<file path="src/rtl/layer0_input_packer.sv">
// Layer-0 input packer: quantizes raw signed feature beats to IN_BITS each,
// packs a full frame into one vector and hands it to layer 0 via valid/ready.
module layer0_input_packer #(
    parameter int NUM_FEAT = 32,
    parameter int FEAT_W   = 16,
    parameter int IN_BITS  = 2,
    parameter int SHIFT    = 12,
    parameter int BIAS     = 2
) (
    input  logic                        clk,
    input  logic                        rst,
    input  logic [FEAT_W-1:0]           s_data,
    input  logic                        s_valid,
    input  logic                        s_last,
    output logic                        s_ready,
    output logic [NUM_FEAT*IN_BITS-1:0] m_data,
    output logic                        m_valid,
    input  logic                        m_ready,
    output logic                        frame_err,
    output logic [7:0]                  err_cnt
);

    // state | meaning
    // FILL  | collecting features of the current frame into the fill buffer
    // HOLD  | complete frame parked in the fill buffer, output slot busy
    // DROP  | long frame detected, swallowing beats until s_last
    localparam logic [1:0] ST_FILL = 2'd0;
    localparam logic [1:0] ST_HOLD = 2'd1;
    localparam logic [1:0] ST_DROP = 2'd2;

    localparam int DW    = NUM_FEAT * IN_BITS;
    localparam int IDX_W = (NUM_FEAT > 1) ? $clog2(NUM_FEAT) : 1;
    localparam logic [IDX_W-1:0] LAST_IDX = IDX_W'(NUM_FEAT - 1);
    localparam logic signed [FEAT_W:0] QMAX = (FEAT_W+1)'((2 ** IN_BITS) - 1);
    localparam logic signed [FEAT_W:0] QBIAS = (FEAT_W+1)'(BIAS);

    logic [1:0]       state_q, state_d;
    logic [IDX_W-1:0] idx_q, idx_d;
    logic [DW-1:0]    fill_q, fill_d;
    logic [DW-1:0]    m_data_q, m_data_d;
    logic             m_valid_q, m_valid_d;
    logic             frame_err_q, frame_err_d;
    logic [7:0]       err_cnt_q, err_cnt_d;

    logic               beat;
    logic               slot_free;
    logic [IN_BITS-1:0] q_feat;
    logic [DW-1:0]      wr_vec;
    logic               err;

    // Widen by one bit so the bias add can never overflow before saturation.
    function automatic logic [IN_BITS-1:0] quant(input logic [FEAT_W-1:0] raw);
        logic signed [FEAT_W:0] ext;
        logic signed [FEAT_W:0] y;
        ext = $signed({raw[FEAT_W-1], raw});
        y   = (ext >>> SHIFT) + QBIAS;
        if (y[FEAT_W])
            quant = '0;
        else if (y > QMAX)
            quant = '1;
        else
            quant = y[IN_BITS-1:0];
    endfunction

    assign s_ready   = rst && (state_q != ST_HOLD);
    assign beat      = s_valid && s_ready;
    assign slot_free = !m_valid_q || m_ready;
    assign q_feat    = quant(s_data);

    always_comb begin
        wr_vec = fill_q;
        wr_vec[int'(idx_q)*IN_BITS +: IN_BITS] = q_feat;
    end

    always_comb begin
        state_d  = state_q;
        idx_d    = idx_q;
        fill_d   = fill_q;
        m_data_d = m_data_q;
        err      = 1'b0;
        m_valid_d = m_valid_q && !m_ready;

        case (state_q)
            ST_FILL: begin
                if (beat) begin
                    if (idx_q != LAST_IDX) begin
                        if (s_last) begin
                            err   = 1'b1;
                            idx_d = '0;
                        end else begin
                            fill_d = wr_vec;
                            idx_d  = idx_q + 1'b1;
                        end
                    end else if (s_last) begin
                        idx_d = '0;
                        if (slot_free) begin
                            m_data_d  = wr_vec;
                            m_valid_d = 1'b1;
                        end else begin
                            fill_d  = wr_vec;
                            state_d = ST_HOLD;
                        end
                    end else begin
                        err     = 1'b1;
                        idx_d   = '0;
                        state_d = ST_DROP;
                    end
                end
            end
            ST_HOLD: begin
                if (slot_free) begin
                    m_data_d  = fill_q;
                    m_valid_d = 1'b1;
                    state_d   = ST_FILL;
                end
            end
            ST_DROP: begin
                if (beat && s_last) begin
                    idx_d   = '0;
                    state_d = ST_FILL;
                end
            end
            default: begin
                idx_d   = '0;
                state_d = ST_FILL;
            end
        endcase

        frame_err_d = err;
        err_cnt_d   = (err && err_cnt_q != 8'hFF) ? err_cnt_q + 8'd1 : err_cnt_q;
    end

    always_ff @(posedge clk) begin
        if (!rst) begin
            state_q     <= ST_FILL;
            idx_q       <= '0;
            fill_q      <= '0;
            m_data_q    <= '0;
            m_valid_q   <= 1'b0;
            frame_err_q <= 1'b0;
            err_cnt_q   <= 8'd0;
        end else begin
            state_q     <= state_d;
            idx_q       <= idx_d;
            fill_q      <= fill_d;
            m_data_q    <= m_data_d;
            m_valid_q   <= m_valid_d;
            frame_err_q <= frame_err_d;
            err_cnt_q   <= err_cnt_d;
        end
    end

    assign m_data    = m_data_q;
    assign m_valid   = m_valid_q;
    assign frame_err = frame_err_q;
    assign err_cnt   = err_cnt_q;

endmodule

</file>
<file path="config.mk">
export PLATFORM = sky130hd
export DESIGN_NAME = layer0_input_packer
export DESIGN_NICKNAME = d
export VERILOG_FILES = /design/src/rtl/layer0_input_packer.sv
export SDC_FILE = /design/constraint.sdc
export NUM_CORES = 1
export LEC_CHECK = 0
export ABC_AREA = 1
export CORE_ASPECT_RATIO = 0.9
export CORE_MARGIN = 8
export CORE_UTILIZATION = 50
export CTS_CLUSTER_DIAMETER = 120
export DETAILED_ROUTE_END_ITERATION = 10
export GPL_TIMING_DRIVEN = 0
export PLACE_DENSITY_LB_ADDON = 0.3
export SYNTH_ARGS = -nofsm -noshare
export SYNTH_HDL_FRONTEND = slang
export SYNTH_SLANG_ARGS = --single-unit
</file>
<file path="constraint.sdc">
create_clock -name clk -period 5.8 [get_ports clk]
set_clock_uncertainty 0.15 [all_clocks]
set_input_delay 1.74 -clock clk [delete_from_list [all_inputs] [get_ports clk]]
set_output_delay 1.74 -clock clk [all_outputs]
set_load 0.05 [all_outputs]
</file>
==> results.yml <==
run_status:
  status: "complete, no violations"
global_routing:
  grt_max_degree: 17
  grt_pass1_wl_um: 39200
  grtUsageTotal: 0.249
  grt_pass1_vias: 7624
  antenna_found_initial: 0
  grt.overflow.total: 0
power:
  internal_power_mw: 1.75
  pwr-share-clk: 0.460
  ir_worst_vdd_mv: 0.214
  power_frac_seq: 0.433
  p_comb_frac: 0.106
  power_density_nw_per_um2: 255
  p_switching_mw: 0.648
  power_leakage_nw: 4.23
  switching_share: 0.271
setup_path:
  cp.depth: 4
  crit_chain: "clkdlybuf4s50_1 -> inv_1 -> nor2_4 -> clkdlybuf4s50_1"
  required_ns: 3.91
  cp.buffers_inverters: 3
  endpoint_kind: "output port"
  r2r_cells: 15
  crit_top_cell: "clkdlybuf4s50_1"
  cp_top_family: "buffers and inverters"
  arrival_ns: 3.29
  cp_slowest_cell: "clkdlybuf4s50_1"
  worstSetupPathType: "in -> out"
  crit_fanout: 5
  startpoint_type: "input pin"
  slowest_delay_ns: 0.81
clock_network:
  clkLatencyLatePin_ns: 0.43
  cts_hold_buf: 0
  clk_path_buf_depth: 2
  cts_buffers: 17
  clock_sinks: 145
  htreeDepth: 4
  clkTransAtPathRegs_ns: 0.06
  root_buffer: "clkbuf_16"
  postCtsSetupBuffers: 0
  ctsResizeCount: 0
  cts_tree: "built"
logic_synthesis:
  synthAdderAreaFrac: 0.0130
  synth_top_area_frac: 0.376
  synthArstFlopShare: 0
  synth-simple-area-share: 0.285
  synth_fp_nets: 1253
  synth_top_family_by_area: "simple AND/OR/NAND/NOR gates"
  synth-edff-count: 0
  synth.area.mux_share: 0
  syn_area_um2: 7720
  synthTopCellsByArea: "dfxtp_1, nand2_1, a21oi_1, o21ai_1, inv_1"
  ys.warnings.count: 0
  ys_ff_latch: 145
  synth-seq-area-share: 0.376
  synth_xor_area_frac: 0.00113
  ys_types: 31
  synth_ff_type: "dfxtp_1"
  synth_area_leader_cell: "dfxtp_1"
  synthCells: 1224
  avgSynthCellArea_um2: 6.31
  synth_compound_area_frac: 0.207
drt:
  wl_um: 25000
  viasPerCell: 5.39
  wl_per_cell_um: 16.2
  drtPass1Iterations: 5
  drc: 0
  ant_nets: 0
  drtIter0Drc: 834
  via_count: 8309
floorplan:
  core-area_um2: 15300
  fp.dieArea_um2: 19700
  die_width_um: 147
  rows: 43
  pin_count: 96
  die_h_um: 134
  start_util: 0.505
finish:
  most-common-layout-cells: "nand2_1, a21oi_1, inv_1, dfxtp_1, o21ai_1"
  final_util: 0.615
  final_nets: 1355
  drive_gt1_frac: 0.0627
  diodes: 0
  area_growth_pct: 21.7
  final_common_cell: "nand2_1"
timing:
  tightest_slew_ns: 0.915
  finalMaxSlewViolations: 0
  rsz0062_at_grt: "false"
  min_period_ns: 5.18
  slew_headroom: 0.388
  fin_tns_setup_ns: 0
  fin_crit_sh: 0.894
  fmax_ghz: 0.193
  setup_violations: 0
  hold_violations: 0
worst_hold_path:
  min_path_cells: 2
  hold_class: "reg -> reg"
placed_design:
  place_congestion: 0.993
  dp_hpwl_um: 18100
  io_buffers: 83
run:
  drv_cap: 0
## worst reg2reg max path, stage by stage (launching register included)
cell      delay (ns)
dfxtp_1         0.49
inv_2           0.07
buf_2           0.21
ha_1            0.26
nand2_1         0.09
nor2_1          0.05
ha_1            0.27
clkbuf_1        0.37
inv_1           0.26
nand3_1         0.32
inv_2           0.11
nand2_1         0.17
nand2_1         0.10
o21ai_1         0.12
nand2_1         0.08
a21oi_1         0.13
## power by group through the flow
stage	Combinational, mW	Sequential, mW	Clock, mW
3_3_place_gp	0.245	1.06	0
2_1_floorplan	0.175	1.06	0
5_1_grt	0.283	1.04	1.15
6_report	0.255	1.04	1.10
4_1_cts	0.249	1.04	1.10
3_5_place_dp	0.247	1.06	0
## logic make-up (layout without fill, tap and decap cells)
family          Yosys count  after routing
flops                   145            145
xor+xnor                  1              1
fa+ha+maj                 8              8
buf+inv                 230            345
simple gates            525            525
compound gates          315            315
## registers in the layout (all words and copies together) (netlist names)
name       count
fill_q        64
frame_err      1
err_cnt        8
m_valid        1
m_data        64
state_q        2
idx_q          5
## metal layers
layer / up-vias / track usage / share of wire
li1: 4149 / - / -
met1: 3748 / 0.327 / 0.46
met2: 368 / 0.380 / 0.42
met3: 44 / 0.0646 / 0.091
met4: 0 / 0.109 / 0.032
met5: - / 0 / 0
## final timing paths
kind / start / endpoint / slack [ns]
hold / removal: err_cnt[0] / err_cnt[0] / 0.35
setup / recovery: rst / s_ready / 0.62
setup reg to reg: idx_q[0] / m_data[57] / 2.48
hold reg to reg: err_cnt[0] / err_cnt[0] / 0.35
## final cells by class
cell class                      count  area [um^2]
Fill cell                        1476         5880
Multi-Input combinational cell    849         3910
Sequential cell                   145         2900
Timing Repair Buffer               83          831
Inverter                          164          616
Clock buffer                       19          453
Buffer                             66          297
Tap cell                          202          253
Clock inverter                     13          136
## stage by stage
stage	cells	hold WS [ns]	area, um^2	power (mW)	worst slack, ns
final	1541	0.350	9400	2.39	0.616
after detailed placement	1509	0.345	8810	1.31	0.613
after CTS	1541	0.353	9400	2.39	0.611
after floorplan	1224	0.333	7720	1.23	1.79
after global placement	1509	0.340	8810	1.30	0.616
after global routing	1541	0.390	9400	2.47	0.578
## cells in the mapped netlist, types with 3 or more instances
cell,count
a21oi_1,187
buf_1,4
buf_2,18
buf_6,3
clkbuf_1,40
dfxtp_1,145
ha_1,8
inv_1,145
inv_2,19
nand2_1,320
nand3_1,67
nand4_1,18
nor2_1,94
nor2_2,3
nor2_4,3
nor3_1,8
nor4_1,3
o21ai_0,12
o21ai_1,109
No activity file was read; power rests on OpenSTA's default activity.
